[src/rtl/clock_divider_pkg.sv]
// rtl/clock_divider_pkg.sv - shared types, constants and helpers for the multi-channel clock divider
package clock_divider_pkg;

    localparam int DEF_WIDTH = 16;

    typedef logic [DEF_WIDTH-1:0] div_t;

    // Level every divided clock takes on reset and on a phase realignment.
    localparam logic CLK_RESET_LVL = 1'b1;

    // Channel-select width; a single-channel build still gets a 1-bit select.
    function automatic int ch_width(input int n);
        return (n > 1) ? $clog2(n) : 1;
    endfunction

endpackage

[src/rtl/clock_divider_channel.sv]
// rtl/clock_divider_channel.sv - one divider channel: counter, divisor, toggle flop (CLOCK_DIVIDER_GLITCHFREE_EN adds a pending divisor)
module clock_divider_channel
    import clock_divider_pkg::*;
#(
    parameter int WIDTH       = 16,
    parameter int DEFAULT_DIV = 1
) (
    input  logic             i_clk,
    input  logic             i_reset,
    input  logic             i_sync,
    input  logic             i_load,
    input  logic [WIDTH-1:0] i_divisor,
    output logic             o_clk,
    output logic             o_tick
);

    localparam logic [WIDTH-1:0] DIV_RST = WIDTH'(DEFAULT_DIV);
    localparam logic [WIDTH-1:0] ONE     = WIDTH'(1);

    logic [WIDTH-1:0] cnt;
    logic [WIDTH-1:0] div;
    logic             enabled;
    logic             rollover;

`ifdef CLOCK_DIVIDER_GLITCHFREE_EN
    logic [WIDTH-1:0] pend;
    logic             pend_valid;
`endif

    // A zero divisor parks the channel; div is never zero when div-1 is used.
    always_comb begin
        enabled  = (div != '0);
        rollover = enabled && (cnt == div - ONE);
    end

    // Counter, toggle flop and divisor update; a load never cancels a same-cycle rollover.
    always_ff @(posedge i_clk) begin
        if (i_reset) begin
            cnt    <= '0;
            div    <= DIV_RST;
            o_clk  <= CLK_RESET_LVL;
            o_tick <= 1'b0;
`ifdef CLOCK_DIVIDER_GLITCHFREE_EN
            pend       <= '0;
            pend_valid <= 1'b0;
`endif
        end else if (i_sync) begin
            cnt    <= '0;
            o_clk  <= CLK_RESET_LVL;
            o_tick <= 1'b0;
`ifdef CLOCK_DIVIDER_GLITCHFREE_EN
            if (pend_valid) begin
                div <= pend;
            end
            pend_valid <= 1'b0;
`endif
        end else begin
            o_tick <= rollover;
            if (rollover) begin
                cnt   <= '0;
                o_clk <= ~o_clk;
`ifdef CLOCK_DIVIDER_GLITCHFREE_EN
                if (pend_valid) begin
                    div        <= pend;
                    pend_valid <= 1'b0;
                end
`endif
            end else if (enabled) begin
                cnt <= cnt + ONE;
            end else begin
                cnt <= '0;
            end

            if (i_load) begin
`ifdef CLOCK_DIVIDER_GLITCHFREE_EN
                // Apply now only where no half-period is in flight to be shortened.
                if (!enabled || rollover) begin
                    div        <= i_divisor;
                    cnt        <= '0;
                    pend_valid <= 1'b0;
                end else begin
                    pend       <= i_divisor;
                    pend_valid <= 1'b1;
                end
`else
                div <= i_divisor;
                cnt <= '0;
`endif
            end
        end
    end

endmodule

[src/rtl/clock_divider.sv]
// rtl/clock_divider.sv - N-channel programmable clock divider top (optional CLOCK_DIVIDER_GLITCHFREE_EN)
module clock_divider
    import clock_divider_pkg::*;
#(
    parameter int N_CHANNELS  = 4,
    parameter int WIDTH       = 16,
    parameter int DEFAULT_DIV = 1
) (
    input  logic                              i_clk,
    input  logic                              i_reset,
    input  logic                              i_sync,
    input  logic                              i_load,
    input  logic [ch_width(N_CHANNELS)-1:0]   i_channel,
    input  logic [WIDTH-1:0]                  i_divisor,
    output logic [N_CHANNELS-1:0]             o_clk,
    output logic [N_CHANNELS-1:0]             o_tick,
    output logic                              o_load_err
);

    localparam int               CH_W   = ch_width(N_CHANNELS);
    localparam logic [CH_W:0]    N_CH_L = (CH_W+1)'(N_CHANNELS);

    logic ch_valid;

    // The select may encode more channels than exist when N_CHANNELS is not a power of two.
    always_comb begin
        ch_valid = ({1'b0, i_channel} < N_CH_L);
    end

    // A load to a missing channel changes nothing but is flagged for one cycle.
    always_ff @(posedge i_clk) begin
        if (i_reset) begin
            o_load_err <= 1'b0;
        end else begin
            o_load_err <= i_load && !ch_valid;
        end
    end

    for (genvar c = 0; c < N_CHANNELS; c++) begin : g_ch
        localparam logic [CH_W-1:0] IDX = CH_W'(c);

        logic load_c;

        // Route the load only to the addressed channel.
        always_comb begin
            load_c = i_load && ch_valid && (i_channel == IDX);
        end

        clock_divider_channel #(
            .WIDTH       (WIDTH),
            .DEFAULT_DIV (DEFAULT_DIV)
        ) u_ch (
            .i_clk     (i_clk),
            .i_reset   (i_reset),
            .i_sync    (i_sync),
            .i_load    (load_c),
            .i_divisor (i_divisor),
            .o_clk     (o_clk[c]),
            .o_tick    (o_tick[c])
        );
    end

endmodule

[config.mk]
export PLATFORM = sky130hd
export DESIGN_NAME = clock_divider
export DESIGN_NICKNAME = d
export VERILOG_FILES = /design/src/rtl/clock_divider_pkg.sv /design/src/rtl/clock_divider_channel.sv /design/src/rtl/clock_divider.sv
export SDC_FILE = /design/constraint.sdc
export NUM_CORES = 1
export LEC_CHECK = 0
export BUFFER_PORTS_ARGS = -buffer_cell sky130_fd_sc_hd__buf_2
export CAP_MARGIN = 25
export CORE_ASPECT_RATIO = 1.4
export CORE_MARGIN = 2
export CORE_UTILIZATION = 57
export DETAILED_ROUTE_END_ITERATION = 8
export GPL_ROUTABILITY_DRIVEN = 0
export GPL_TIMING_DRIVEN = 0
export PLACE_DENSITY_LB_ADDON = 0.05
export SYNTH_ARGS = -nofsm -noshare
export SYNTH_HDL_FRONTEND = slang
export SYNTH_SLANG_ARGS = --single-unit
[constraint.sdc]
create_clock -name i_clk -period 3.45 [get_ports i_clk]
set_clock_uncertainty 0.15 [all_clocks]
set_input_delay 0.1725 -clock i_clk [delete_from_list [all_inputs] [get_ports i_clk]]
set_output_delay 0.1725 -clock i_clk [all_outputs]
set_load 0.005 [all_outputs]
# Word-level counts from Yosys, hierarchy flattened

Cells that the tools add are included.

Output and inout bits: 9
Bits in registers: 136

Equality and inequality tests: 7
Add/sub/neg operators: 8
Bitwise logic cells: 9
Reduce and logical (&&, ||, !) cells: 22

Operators by type and width:

| operator                | number |
|---|---|
| $add A16 B1 Y16 const B | 4 |
| $eq A16 B16 Y1          | 4 |
| $reduce_bool A16 Y1     | 4 |
| $sub A16 B1 Y16 const B | 4 |
| $reduce_or A5 Y1        | 4 |
| $not A1 Y1              | 9 |
| $logic_and A1 B1 Y1     | 8 |
| $reduce_and A2 Y1       | 4 |
| $eq A2 B2 Y1 const B    | 2 |
| $eq A2 B1 Y1 const B    | 1 |
| $logic_not A2 Y1        | 1 |
| $reduce_or A2 Y1        | 1 |

# Depth between registers and ports, before layout

Word-level depth: 4
Gate-level depth with buffers: 12
Mapped depth without buffers: 9

# Cells and area by module

From an unflattened synthesis, not the netlist that was laid out.

Cells, all modules: 954
Area total of the unflattened synthesis: 7,881.3 µm²

Modules (own cells, without submodules):

| module                | instances | seq. area each (µm²) | area an instance (µm²) | cells each |
|---|---|---|---|---|
| clock_divider_channel | 4         | 680.7                | 1,958.1                | 237 |
| clock_divider         | 1         | 0.0                  | 48.8                   | 6 |

# Worst setup path after synthesis

OpenSTA, ideal clock, no wires.

Path kind: reg2reg
Start point: register g_ch[1].u_ch.div[0]
End point: register g_ch[1].u_ch.cnt[12]
Data arrival time: 2.501 ns
Path buffers: 2
Data required time: 3.185 ns
Clock period less this slack: 2.765 ns
Setup slack: 0.685 ns
Stages on the path, launching flop included: 12
Path through: dfxtp_1 -> buf_2 -> inv_1 -> ha_1 -> inv_1 -> or4_1 -> a2111oi_0 -> o22ai_1 -> a2111o_2 -> nand2_2 -> buf_6 -> nor2_1

Cells in the longest elaborated chain, start to end: 4
Elaborated cells between the ends (all ways): 6

Ends and longest elaborated chain:

| what                                | RTL line                    | source |
|---|---|---|
| from (decl)                         | clock_divider_channel.sv:21 | `logic [WIDTH-1:0] div;` |
| from (signal assigned)              | clock_divider_channel.sv:86 | `div <= i_divisor;` |
| $sub A16 B1 Y16                     | clock_divider_channel.sv:33 | `rollover = enabled && (cnt == div - ONE);` |
| $eq A16 B16 Y1                      | clock_divider_channel.sv:33 |  |
| $logic_and A1 B1 Y1                 | clock_divider_channel.sv:33 |  |
| $reduce_or A5 Y1 (no source line) * | n/a                         |  |
| to (signal assigned)                | clock_divider_channel.sv:69 | `cnt <= cnt + ONE;` |
| to (decl)                           | clock_divider_channel.sv:20 | `logic [WIDTH-1:0] cnt;` |

Mark *: on every way between the ends. The rest lies on a longest branch, timed or not.
A chain may end at the register's enable or synchronous reset.

# Final worst setup path

Ends and elaborated chain as after synthesis.

==> out/results.tsv <==
stage	metric	value	unit
clocking	cts_root_buffer	clkbuf_16	
route	wirelength	19000	um
worst_setup_path	startpoint	g_ch[1].u_ch.div[0]$_SDFFE_PP1P_	
clocking	clockBufferDepth	2	
job	drv_cap	0	
worst_setup_path	start_kind	flop	
route	viasPerCell	5.55	
die	die_area	14400	sq um
route	antenna_left	0	
worst_setup_path	critPathCaptureType	flop	
layout	multi_input_area	4540	sq um
worst_setup_path	reg2reg_slack	0.20	ns
global_route	grt_usage	27.2	%
route	drcViolationCount	0	
layout	fill_cells	1221	
power_and_ir_drop	max-vdd-ir-drop	0.356	mV
synth	synth_most_common_cell	nand2_1	
sta	drv_slew	0	
sta	rsz0062_at_grt	no	
route	dr.pass1.iters	5	
synth	synth_warnings	0	
worst_setup_path	critPathMaxFanout	10	
layout	seq_area	2720	sq um
hold_path	hold_path_depth	4	
global_route	grt_pass1_vias	6303	
route	detail_route.wl_per_cell	15.5	um
run_status	status	finished, final reports clean	
die	die_w	102	um
clocking	cts_tree	done	
die	core.rowCount	50	
clocking	cts_sinks	136	
die	die_h	141	um
route	drtIter0Drc	290	
sta	hold_viol	0	
placement	hpwlAfterDp	13900	um
die	core-area	13300	sq um
die	io_pins	31	
power_and_ir_drop	total_power	3.99	mW
layout	area_growth	15.3	%
layout	diodes	0	
synth	ys_ff_latch	136	
clocking	clk_latency	0.43	ns
sta	clock.fmax	308	MHz
layout	nets	1059	
power_and_ir_drop	p_leak	3.24	nW
synth	synth_top_cell_area_share	35.7	%
sta	setup-tns-final	0	ns
synth	synth_cell_types	78	
synth	synthTopCellsByCount	nand2_1, dfxtp_1, nor2_1	
synth	yosys-top-cells-area	dfxtp_1, xor2_1, nand2_1, xnor2_1, nor2_1	
sta	period_share	94.1	%
clocking	clk_pin_slew	0.06	ns
synth	synth_area_per_cell	7.90	sq um
layout	final_util	66.4	%
worst_setup_path	critical_path_arrival	3.41	ns
worst_setup_path	r2r_start	g_ch[1].u_ch.div[0]$_SDFFE_PP1P_	
synth	syn_area	7640	sq um
worst_setup_path	crit_required	3.62	ns
route	vias	6793	
synth	yosysSeqAreaShare	35.7	%
hold_path	worstHoldPathType	input port to flop	
layout	drive_above_1_share	9.41	%
worst_setup_path	path_class	flop to flop	
sta	tightest_slew	0.832	ns
global_route	grt_max_degree	17	
global_route	grt_pass1_wl	30600	um
sta	max_slew_margin	44.0	%
die	initial_core_util	57.6	%
synth	synthCells	966	
clocking	numCtsBuffers	17	
hold_path	min_to	g_ch[0].u_ch.div[4]$_SDFFE_PP0P_	
global_route	antenna_found_initial	0	
synth	synth_nets	996	
power_and_ir_drop	p_per_area	453	nW/um^2
sta	final-setup-viol-count	0	
hold_path	hold_start	i_channel[1]	
clocking	h-tree-depth	4	
synth	yosys.area.top_type	dfxtp_1	
global_route	gr-total-overflow	0	
sta	post-route-min-period	3.25	ns
worst_setup_path	reg2regPathDepth	12	
synth	synthArstFlopShare	0	%
placement	io_buffers	27	
synth	synth_top_flop_cell	dfxtp_1	
worst_setup_path	r2r_end	g_ch[1].u_ch.cnt[12]$_SDFF_PP0_	
synth	synth_edf_count	0	
[layout make-up]
type                       instances  area share [%]
timing repair buffer              44            3.47
clock inverter                     6            1.27
clock buffer                      25            5.86
sequential                       136            30.9
tap                              182            2.59
inverter                          22           0.938
multi-input combinational        750            51.6
buffer                            58            3.33
[worst max-delay path, cell delays in order (launching register included)]
cell and delay [ns]:
dfxtp_1 0.29, buf_2 0.18, inv_1 0.10, ha_1 0.21, buf_1 0.43, xnor2_1 0.12
a21o_1 0.18, o21ai_0 0.28, o311ai_0 0.24, a2111o_2 0.55, nand2_2 0.18, buf_6 0.16
nor2_1 0.05
[worst max-delay path by stage]
stage | cells past startpoint | slack [ns] | to
after floorplan | 11 | 0.68 | g_ch[1].u_ch.cnt[12]$_SDFF_PP0_
after global placement | 12 | 0.28 | g_ch[1].u_ch.cnt[8]$_SDFF_PP0_
after detailed placement | 12 | 0.28 | g_ch[1].u_ch.cnt[12]$_SDFF_PP0_
after CTS | 12 | 0.22 | g_ch[1].u_ch.cnt[6]$_SDFF_PP0_
after global routing | 12 | 0.1 | g_ch[1].u_ch.cnt[6]$_SDFF_PP0_
final | 12 | 0.20 | g_ch[1].u_ch.cnt[12]$_SDFF_PP0_
[report_power, final]
part / total (mW) / internal [mW] / switching (mW)
Sequential: 1.64 / 1.60 / 0.0374
Combinational: 0.428 / 0.185 / 0.243
Clock: 1.92 / 1.25 / 0.672
Total: 3.99 / 3.04 / 0.952
[logic make-up (layout without fill, tap and decap cells)]
| group | Yosys count | count (layout) | synth area share (%) |
|---|---|---|---|
| compound gates | 151 | 151 | 13.0 |
| xor+xnor | 131 | 131 | 15.2 |
| other cells | 1 | 1 | 0.0491 |
| buf+inv | 80 | 155 | 4.92 |
| fa+ha+maj | 8 | 8 | 1.31 |
| mux | 4 | 4 | 0.541 |
| simple gates | 455 | 455 | 29.3 |
| flops | 136 | 136 | 35.7 |
[routing by layer]
metal	vias up	part of all wire [%]	global-route usage (%)
met1	3122	43	33.0
met5	-	0	0
met3	38	3.9	5.16
met4	0	3.1	10.7
met2	148	50	46.8
li1	3485	-	-
[flip-flops by register name (all words and copies together) (netlist names)]
register and count:
g_ch.u_ch.o_clk 4, g_ch.u_ch.o_tick 4, g_ch.u_ch.cnt 64, g_ch.u_ch.div 64
[per-stage QoR]
| step | setup slack [ns] | area [sq um] | hold WS, ns | instances |
|---|---|---|---|---|
| finish | 0.204 | 8800 | 0.0817 | 1223 |
| global route | 0.0953 | 8800 | 0.102 | 1223 |
| CTS | 0.220 | 8800 | 0.0547 | 1223 |
| detailed placement | 0.277 | 8000 | 0.328 | 1175 |
| global placement | 0.276 | 8000 | 0.320 | 1175 |
| floorplan | 0.685 | 7640 | 0.142 | 966 |
[placed cells by master, fill, tap and decap left out, types with 10 or more instances in the layout]
cell | netlist | layout
buf_2 | 5 | 32
nor3_1 | 24 | 24
clkbuf_16 | 0 | 17
nor4_1 | 15 | 14
inv_1 | 22 | 22
o21ai_0 | 13 | 13
dfxtp_1 | 136 | 136
and3_1 | 18 | 18
a21oi_1 | 68 | 68
dlygate4sd3_1 | 0 | 17
nor2_1 | 105 | 105
xor2_1 | 69 | 69
xnor2_1 | 61 | 61
or3_1 | 14 | 14
nand2_1 | 158 | 158
clkbuf_1 | 34 | 36
o211ai_1 | 10 | 10
nand4_1 | 19 | 19
nand3_1 | 43 | 43
[what timing repair did]
action | 4_1_cts | 5_1_grt
buffers inserted | 0 | 0
endpoints found under the hold margin | 66 | 0
gates resized for setup | 0 | 1
hold buffers | 17 | 0
setup endpoints to repair | 0 | 10
(Power assumes the default switching activity.)
